File: src/rtl/four_bit_half_adder.sv
// Registered unsigned adder built from per-bit half-adder terms and a
// ripple carry chain with no carry-in. Operands sampled on a rising edge
// with in_valid appear on the outputs one cycle later. Outputs hold their
// last result while in_valid is low; out_valid marks a fresh result.
module four_bit_half_adder #(
    parameter int WIDTH = 4
) (
    input  logic             clk,
    input  logic             rst,
    input  logic             in_valid,
    input  logic [WIDTH-1:0] a,
    input  logic [WIDTH-1:0] b,
    output logic [WIDTH-1:0] sum,
    output logic             carry,
    output logic [WIDTH-1:0] prop,
    output logic [WIDTH-1:0] gen,
    output logic             out_valid
);

    logic [WIDTH-1:0] prop_c;
    logic [WIDTH-1:0] gen_c;
    logic [WIDTH-1:0] sum_c;
    logic [WIDTH:0]   chain;

    // Half-adder terms per bit, then ripple the carry from bit 0 upward.
    always_comb begin
        prop_c   = a ^ b;
        gen_c    = a & b;
        sum_c    = '0;
        chain    = '0;
        chain[0] = 1'b0;
        for (int i = 0; i < WIDTH; i++) begin
            sum_c[i]   = prop_c[i] ^ chain[i];
            chain[i+1] = gen_c[i] | (prop_c[i] & chain[i]);
        end
    end

    // Result register: reset clears everything, otherwise load on in_valid
    // and hold the data (but drop out_valid) when no operands arrive.
    always_ff @(posedge clk) begin
        if (rst) begin
            sum       <= '0;
            carry     <= 1'b0;
            prop      <= '0;
            gen       <= '0;
            out_valid <= 1'b0;
        end else begin
            out_valid <= in_valid;
            if (in_valid) begin
                sum   <= sum_c;
                carry <= chain[WIDTH];
                prop  <= prop_c;
                gen   <= gen_c;
            end
        end
    end

endmodule

File: config.mk
export PLATFORM = sky130hd
export DESIGN_NAME = four_bit_half_adder
export DESIGN_NICKNAME = d
export VERILOG_FILES = /design/src/rtl/four_bit_half_adder.sv
export SDC_FILE = /design/constraint.sdc
export NUM_CORES = 1
export LEC_CHECK = 0
export CAP_MARGIN = 20
export CORE_ASPECT_RATIO = 1.1
export CORE_MARGIN = 4
export CORE_UTILIZATION = 39
export CTS_BUF_LIST = sky130_fd_sc_hd__clkbuf_4
export DETAILED_ROUTE_END_ITERATION = 12
export HOLD_SLACK_MARGIN = 0.06
export PLACE_DENSITY = 0.76
export SETUP_SLACK_MARGIN = 0.05
export SLEW_MARGIN = 20
export SYNTH_ARGS = -nofsm -noshare
export SYNTH_HDL_FRONTEND = slang
export SYNTH_SLANG_ARGS = --single-unit
File: constraint.sdc
create_clock -name clk -period 1.9 [get_ports clk]
set_input_delay 0.285 -clock clk [delete_from_list [all_inputs] [get_ports clk]]
set_output_delay 0.285 -clock clk [all_outputs]
set_load 0.02 [all_outputs]
---- After elaboration in Yosys (flattened, before gate mapping) ----
Cells that the tools add are included.
W data, S select, Z words.
storage, ports and cells
  register bits ........................... 14
  latch bits .............................. 0
  memory bits (writable) .................. 0
  ROM bits ................................ 0
  word-level logic and storage cells ...... 16
  memories ................................ 0
operators by class
  add/sub/neg operators ................... 0
  multipliers ............................. 0
  divide/modulo/power cells ............... 0
  $lt $le $gt $ge ......................... 0
  equal/unequal tests ..................... 0
  shift-type cells ........................ 0
  mux-type cells .......................... 0
  bitwise logic cells ..................... 11
  reductions and logical operators ........ 0
operator list
  kind           count
  $and A4 B4 Y4  1
  $xor A4 B4 Y4  1
  $and A1 B1 Y1  3
  $or A1 B1 Y1   3
  $xor A1 B1 Y1  3

---- Longest topological paths before layout ----
Gate-level depths: netlist of run 1.
  depth in word-level cells ............... 7
  gate-level depth with buffers ........... 8
  mapped depth without buffers ............ 8

---- Least setup slack after synthesis of run 1 ----
OpenSTA, ideal clock, no wires.
  kind .................................... input port to flip-flop
  from .................................... in a[0]
  to ...................................... reg sum[3]
  setup time .............................. 0.079 ns
  arrival time ............................ 1.737 ns
  required time ........................... 1.821 ns
  setup slack ............................. 0.084 ns
  cell stages on the path ................. 8
  buffers on the path ..................... 0
  path through ............................ ha_1 > inv_1 > fa_1 > inv_1 > fa_1 > inv_1 > fa_1 > a211oi_2
between the ends
  word-level cells in the longest chain between the ends .. 6
ends and longest elaborated chain
  what                    RTL line  text
  start: declaration      11        input logic [WIDTH-1:0] a,
  $and A4 B4 Y4           28        gen_c = a & b;
  $and A1 B1 Y1           34        chain[i+1] = gen_c[i] | (prop_c[i] & chain[i]);
  $or A1 B1 Y1            34
  $and A1 B1 Y1           34
  $or A1 B1 Y1            34
  $xor A1 B1 Y1           33        sum_c[i] = prop_c[i] ^ chain[i];
  end signal: assignment  50        sum <= sum_c;
  end: declaration        13        output logic [WIDTH-1:0] sum,
No other way between the ends.
A chain may end at the register's enable or synchronous reset.

---- Final worst setup path of run 1 ----
  from .................................... in b[0]
  to ...................................... reg sum[3]
between the ends
  word-level cells in the longest chain between the ends .. 6
ends and longest elaborated chain
  what                RTL line  text
  start: declaration  12        input logic [WIDTH-1:0] b,
  $and A4 B4 Y4       28
  named net chain[1]  23        logic [WIDTH:0] chain;
  $and A1 B1 Y1       34
  $or A1 B1 Y1        34
  $and A1 B1 Y1       34
  $or A1 B1 Y1        34
  $xor A1 B1 Y1       33
The timed path passes the listed nets, and every way through them passes these cells.

==> results of run 1 <==
==> kinds of logic (layout without fill, tap and decap cells) <==
group                      count (synthesis)  after routing  share of synthesized area, %
DFF                                       13             13                          42.0
and+or+nand+nor                           13             13                          8.28
buffers and inverters                     11             41                          11.3
muxes                                      9              9                          14.5
adders and majority gates                  7              7                          17.8
AOI/OAI and AO/OA                          3              3                          6.06
==> critical path: cells and delay by family <==
kind            cells  cell delay, ns
compound gates      1            0.21
buf+inv             4            0.38
fa+ha+maj           4            1.10
==> cells in the final DEF (no fill, tap or decap) <==
cell type,count
ha_2,1
nor2b_1,1
a211oi_2,3
inv_1,3
mux2i_1,9
clkbuf_4,4
dlygate4sd2_1,3
buf_4,6
fa_1,1
fa_2,2
clkdlybuf4s50_1,20
nor2_1,12
clkdlybuf4s15_1,1
inv_2,4
dfxtp_1,13
ha_1,3
==> metrics by stage <==
step           hold WS (ns)  setup TNS, ns
2_1_floorplan         0.357              0
3_3_place_gp          0.474         -0.967
3_5_place_dp          0.483          -1.13
4_1_cts               0.503              0
5_1_grt               0.519              0
6_report              0.493              0
==> flip-flops by register name (all words and copies together) (netlist names) <==
signal	count
gen	4
sum	4
prop	3
carry	1
out_valid	1
==> layer usage <==
| metal | share of wire, % | GRT usage [%] |
|---|---|---|
| met1 | 40 | 12.9 |
| met2 | 48 | 19.0 |
| met3 | 8.4 | 2.18 |
| met4 | 3.7 | 9.95 |
| met5 | 0 | 0 |
==> power by group through the flow <==
stage	sequential (W)	combinational (W)	clock, W
after global placement	0.000306	0.000158	0
after detailed placement	0.000306	0.000162	0
after floorplan	0.000330	0.0000668	0
final	0.000300	0.000163	0.000182
after global routing	0.000303	0.000179	0.000205
after CTS	0.000300	0.000165	0.000189
==> final cells by class <==
cell class	instances	area, sq um
sequential	13	260
clock buffer	4	30.0
inverter	7	26.3
fill	129	522
tap	16	20.0
multi-input combinational	32	297
timing repair buffer	30	282
==> timing repair <==
item                       CTS  global route
hold buffers                 0             0
hold endpoints to repair     0             0
buffers inserted             1             1
pin swaps                    5             5
gates resized for setup     11             1
setup endpoints to repair    3             2
==> worst paths after layout <==
kind	startpoint	end	cells after the start
max	b[0]	sum[3]	9
min	gen[2]	gen[2]	2
max reg2reg	prop[1]	prop[1]	2
min reg2reg	gen[2]	gen[2]	2
==> results.cfg, run 1 <==
[drt]
avgViaCountPerCell = 4.69
vias = 478
wl_um = 1130
ant_nets = 0
drt_iter0_drc = 2
drc = 0
wl_per_cell_um = 11.0
dr.pass1.iters = 2

[cells_and_area]
synthToLayoutAreaGrowth_pct = 47.7
fin_area_sq_um = 915
final_util_pct = 63.7
drive_gt1_share_pct = 23.3
final_nets = 105
n_antenna_cell = 0
final_cells = 102

[cts]
clock-root-buffer = clkbuf_4
numCtsBuffers = 3
cts.clk_slew.worst_paths_ns = 0.07
cts_htree_levels = 1
cts_tree = yes
cts_buffer_depth = 2
cts_sinks = 13
clkLatencyLatePin_ns = 0.26

[worst_setup_path]
r2r_slack_ns = 1.27
cp_common_cell = inv_2
cpPeakStageDelay_ns = 0.41
crit_slowest_cell = fa_1
path_cells = dlygate4sd2_1 > ha_2 > inv_2 > fa_2 > inv_2 > fa_2 > inv_2 > fa_1 > a211oi_2
path_class = input pin to flop
critical_path_arrival_ns = 1.97
required_ns = 2.09
crit_path_start_kind = input pin
path_max_fanout = 2
crit_path_end_kind = flop

[die]
io_pins = 25
row_count = 14
core_area_sq_um = 1440
fp.dieArea_sq_um = 2290
die_x_um = 46.0
start_util_pct = 43.1
die_h_um = 49.8

[grt]
grt_usage_pct = 11.9
antenna_found_initial = 0
grt_pass1_vias = 494
grt_pass1_wl_um = 1980
grt_max_degree = 17
grt_remaining_overflow = 0

[placed_design]
place_area_sq_um = 866
pre_cts_slack_ns = -0.470
portBuffers = 24
dp_cells = 96
gp_congestion = 0.738
dp_hpwl_um = 858

[timing]
rsz0062_at_grt = no
post-route-period-util_pct = 93.8
hold_viol = 0
worst_slack_ns = 0.118
fin_skew_ns = 0
maxSlewViolCount = 0
worstMarginPinSlew_ns = 0.513
setup_viol_count_final = 0
fmax_mhz = 561
period_needed_ns = 1.78
slew_headroom_pct = 65.7

[power_and_ir_drop]
peakVddDrop_v = 0.000458
p_leak_nw = 0.412
power_density_nw_per_um2 = 705
sequentialPowerShare_pct = 46.4
switching_power_w = 0.000172
internal_power_w = 0.000473
power_frac_clock_pct = 28.3
switching_share_pct = 26.7
finalPower_w = 0.000645
combinationalPowerShare_pct = 25.3

[synth]
post_synth_num_cell_types = 12
yosysMostFrequentCell = dfxtp_1
synth-edff-count = 0
synth_flop_cell = dfxtp_1
yosysWarnings = 0
synth_fp_nets = 74
synth_top_cells_by_area = dfxtp_1 42%, mux2i_1 15%, fa_1 9.7%
async_flop_share_pct = 0
synth_top_area_share_pct = 42.0
yosys-top-cells-count = 13 x dfxtp_1, 12 x nor2_1, 9 x mux2i_1, 7 x inv_1, 4 x ha_1
synthesis.area_sq_um = 619
synth_top_area_cell = dfxtp_1
ys_ff_latch = 13
syn_area_per_cell_sq_um = 11.1
ys_seq_area_share_pct = 42.0
synth_cells = 56

[outcome]
outcome = finished, final reports clean

[flow_run]
max-cap-violations = 0

[min_path]
hold_path_class = flop to flop
No activity file was read; power rests on OpenSTA's default activity.
==> run 2, diff against run 1 <==
- CORE_MARGIN: 4 -> 1
==> run 2 against run 1 <==
Fmax is 0.17% higher. Largest cell class unchanged. Design area is 4.2% lower. Count of clock-buffer cells in the layout stayed put. Sequential power hardly changed. Global-route usage is 3.7 points higher. Critical endpoint unchanged. Combinational power is 5% lower. Critical path type unchanged.
==> results.cfg, run 2 (synthesis results as in run 1) <==
[placed_design]
portBuffers = 24
dp_hpwl_um = 796
gp_congestion = 0.683
place_area_sq_um = 843

[cts]
cts_sinks = 13
cts_htree_levels = 1
cts_tree = yes
cts_buffer_depth = 2
clock-root-buffer = clkbuf_4
clkLatencyLatePin_ns = 0.28
cts.clk_slew.worst_paths_ns = 0.08
numCtsBuffers = 3
post_cts_buffers = 0

[worst_setup_path]
required_ns = 2.11
cp_common_cell = inv_2
path_max_fanout = 2
cpPeakStageDelay_ns = 0.42
path_cells = dlygate4sd2_1 > ha_2 > inv_2 > fa_2 > inv_2 > fa_2 > inv_2 > fa_1 > a211oi_2
path_class = input pin to flop
r2r_cells = 2
crit_path_start_kind = input pin
critical_path_arrival_ns = 1.98
crit_slowest_cell = fa_1
crit_path_end_kind = flop

[drt]
top_layer = met4
ant_nets = 0
wl_met2_um = 480
dr.pass1.iters = 2
vias = 461
avgViaCountPerCell = 4.75
drt_iter0_drc = 6
wl_met3_um = 76
met1_length_um = 505
wl_per_cell_um = 11.3
wl_um = 1100
drc = 0

[timing]
setup_viol_count_final = 0
maxSlewViolCount = 0
worstMarginPinSlew_ns = 0.527
fin_skew_ns = 0
rsz0062_at_grt = no
hold_viol = 0
fin_worst_hold_slack_ns = 0.494
post-route-period-util_pct = 93.6
fmax_mhz = 562
period_needed_ns = 1.78
slew_headroom_pct = 64.7

[cells_and_area]
synthToLayoutAreaGrowth_pct = 41.4
mostFrequentLayoutCells = 20 x clkdlybuf4s50_1, 13 x dfxtp_1, 12 x nor2_1
final_nets = 100
reg_top3 = gen (4), sum (4), prop (3)
mostFrequentLayoutCell = clkdlybuf4s50_1
drive_gt1_share_pct = 17.3
n_antenna_cell = 0
fin_area_sq_um = 876

[die]
core_area_sq_um = 1420
die_x_um = 40.0
fp.dieArea_sq_um = 1750
die_h_um = 43.8
start_util_pct = 43.7
io_pins = 25
row_count = 14

[grt]
grt_pass1_wl_um = 1810
grt_max_degree = 17
grt_usage_pct = 15.6
antenna_found_initial = 0
grt_pass1_vias = 448
grt_remaining_overflow = 0

[flow_run]
max-cap-violations = 0

[power_and_ir_drop]
power_density_nw_per_um2 = 736
peakVddDrop_v = 0.000493
p_leak_nw = 0.389

[outcome]
outcome = finished, final reports clean

[min_path]
hold_depth = 2
hold_path_class = flop to flop
run 2: critical path, delay by kind of cell:
family          cells  cell delay [ns]
fa+ha+maj           4             1.13
buf+inv             4             0.39
compound gates      1             0.17
run 2: path summary, 6_finish.rpt:
check          from  endpoint  slack, ns
max            b[0]    sum[3]       0.12
min          gen[2]    gen[2]       0.49
max reg2reg  sum[0]    sum[0]       1.26
min reg2reg  gen[2]    gen[2]       0.49
run 2: metrics by stage:
step	setup TNS (ns)	worst slack, ns	instances	utilization [%]	power (W)
floorplan	0	0.0837	56	-	0.000396
global placement	-0.974	-0.420	93	59.4	0.000461
detailed placement	-1.04	-0.440	93	59.4	0.000463
CTS	0	0.110	97	61.7	0.000653
global route	0	0.0727	97	61.7	0.000679
finish	0	0.121	97	61.7	0.000644
run 2: report_power, final:
| part | total, W | internal, W | switching, W | leakage, nW |
|---|---|---|---|---|
| clock | 0.000189 | 0.0000959 | 0.0000929 | 0.0184 |
| combinational | 0.000155 | 0.0000797 | 0.0000755 | 0.263 |
| sequential | 0.000300 | 0.000291 | 0.00000918 | 0.107 |
run 2: layout make-up:
cell class	count	area, sq um
well taps	16	20.0
repair buffers	25	243
multi-input cells	32	297
inverters	7	26.3
fillers	122	543
flip-flops and latches	13	260
clock buffers	4	30.0
run 2: routing by layer:
metal / vias up / track usage [%]
met1: 209 / 19.2
met5: - / 0
met2: 18 / 22.3
met3: 5 / 4.10
met4: 0 / 12.4
li1: 229 / -
run 2: timing repair:
item / CTS / global route
endpoints found under the setup margin: 2 / 0
hold buffers: 0 / 0
gates resized for setup: 10 / 0
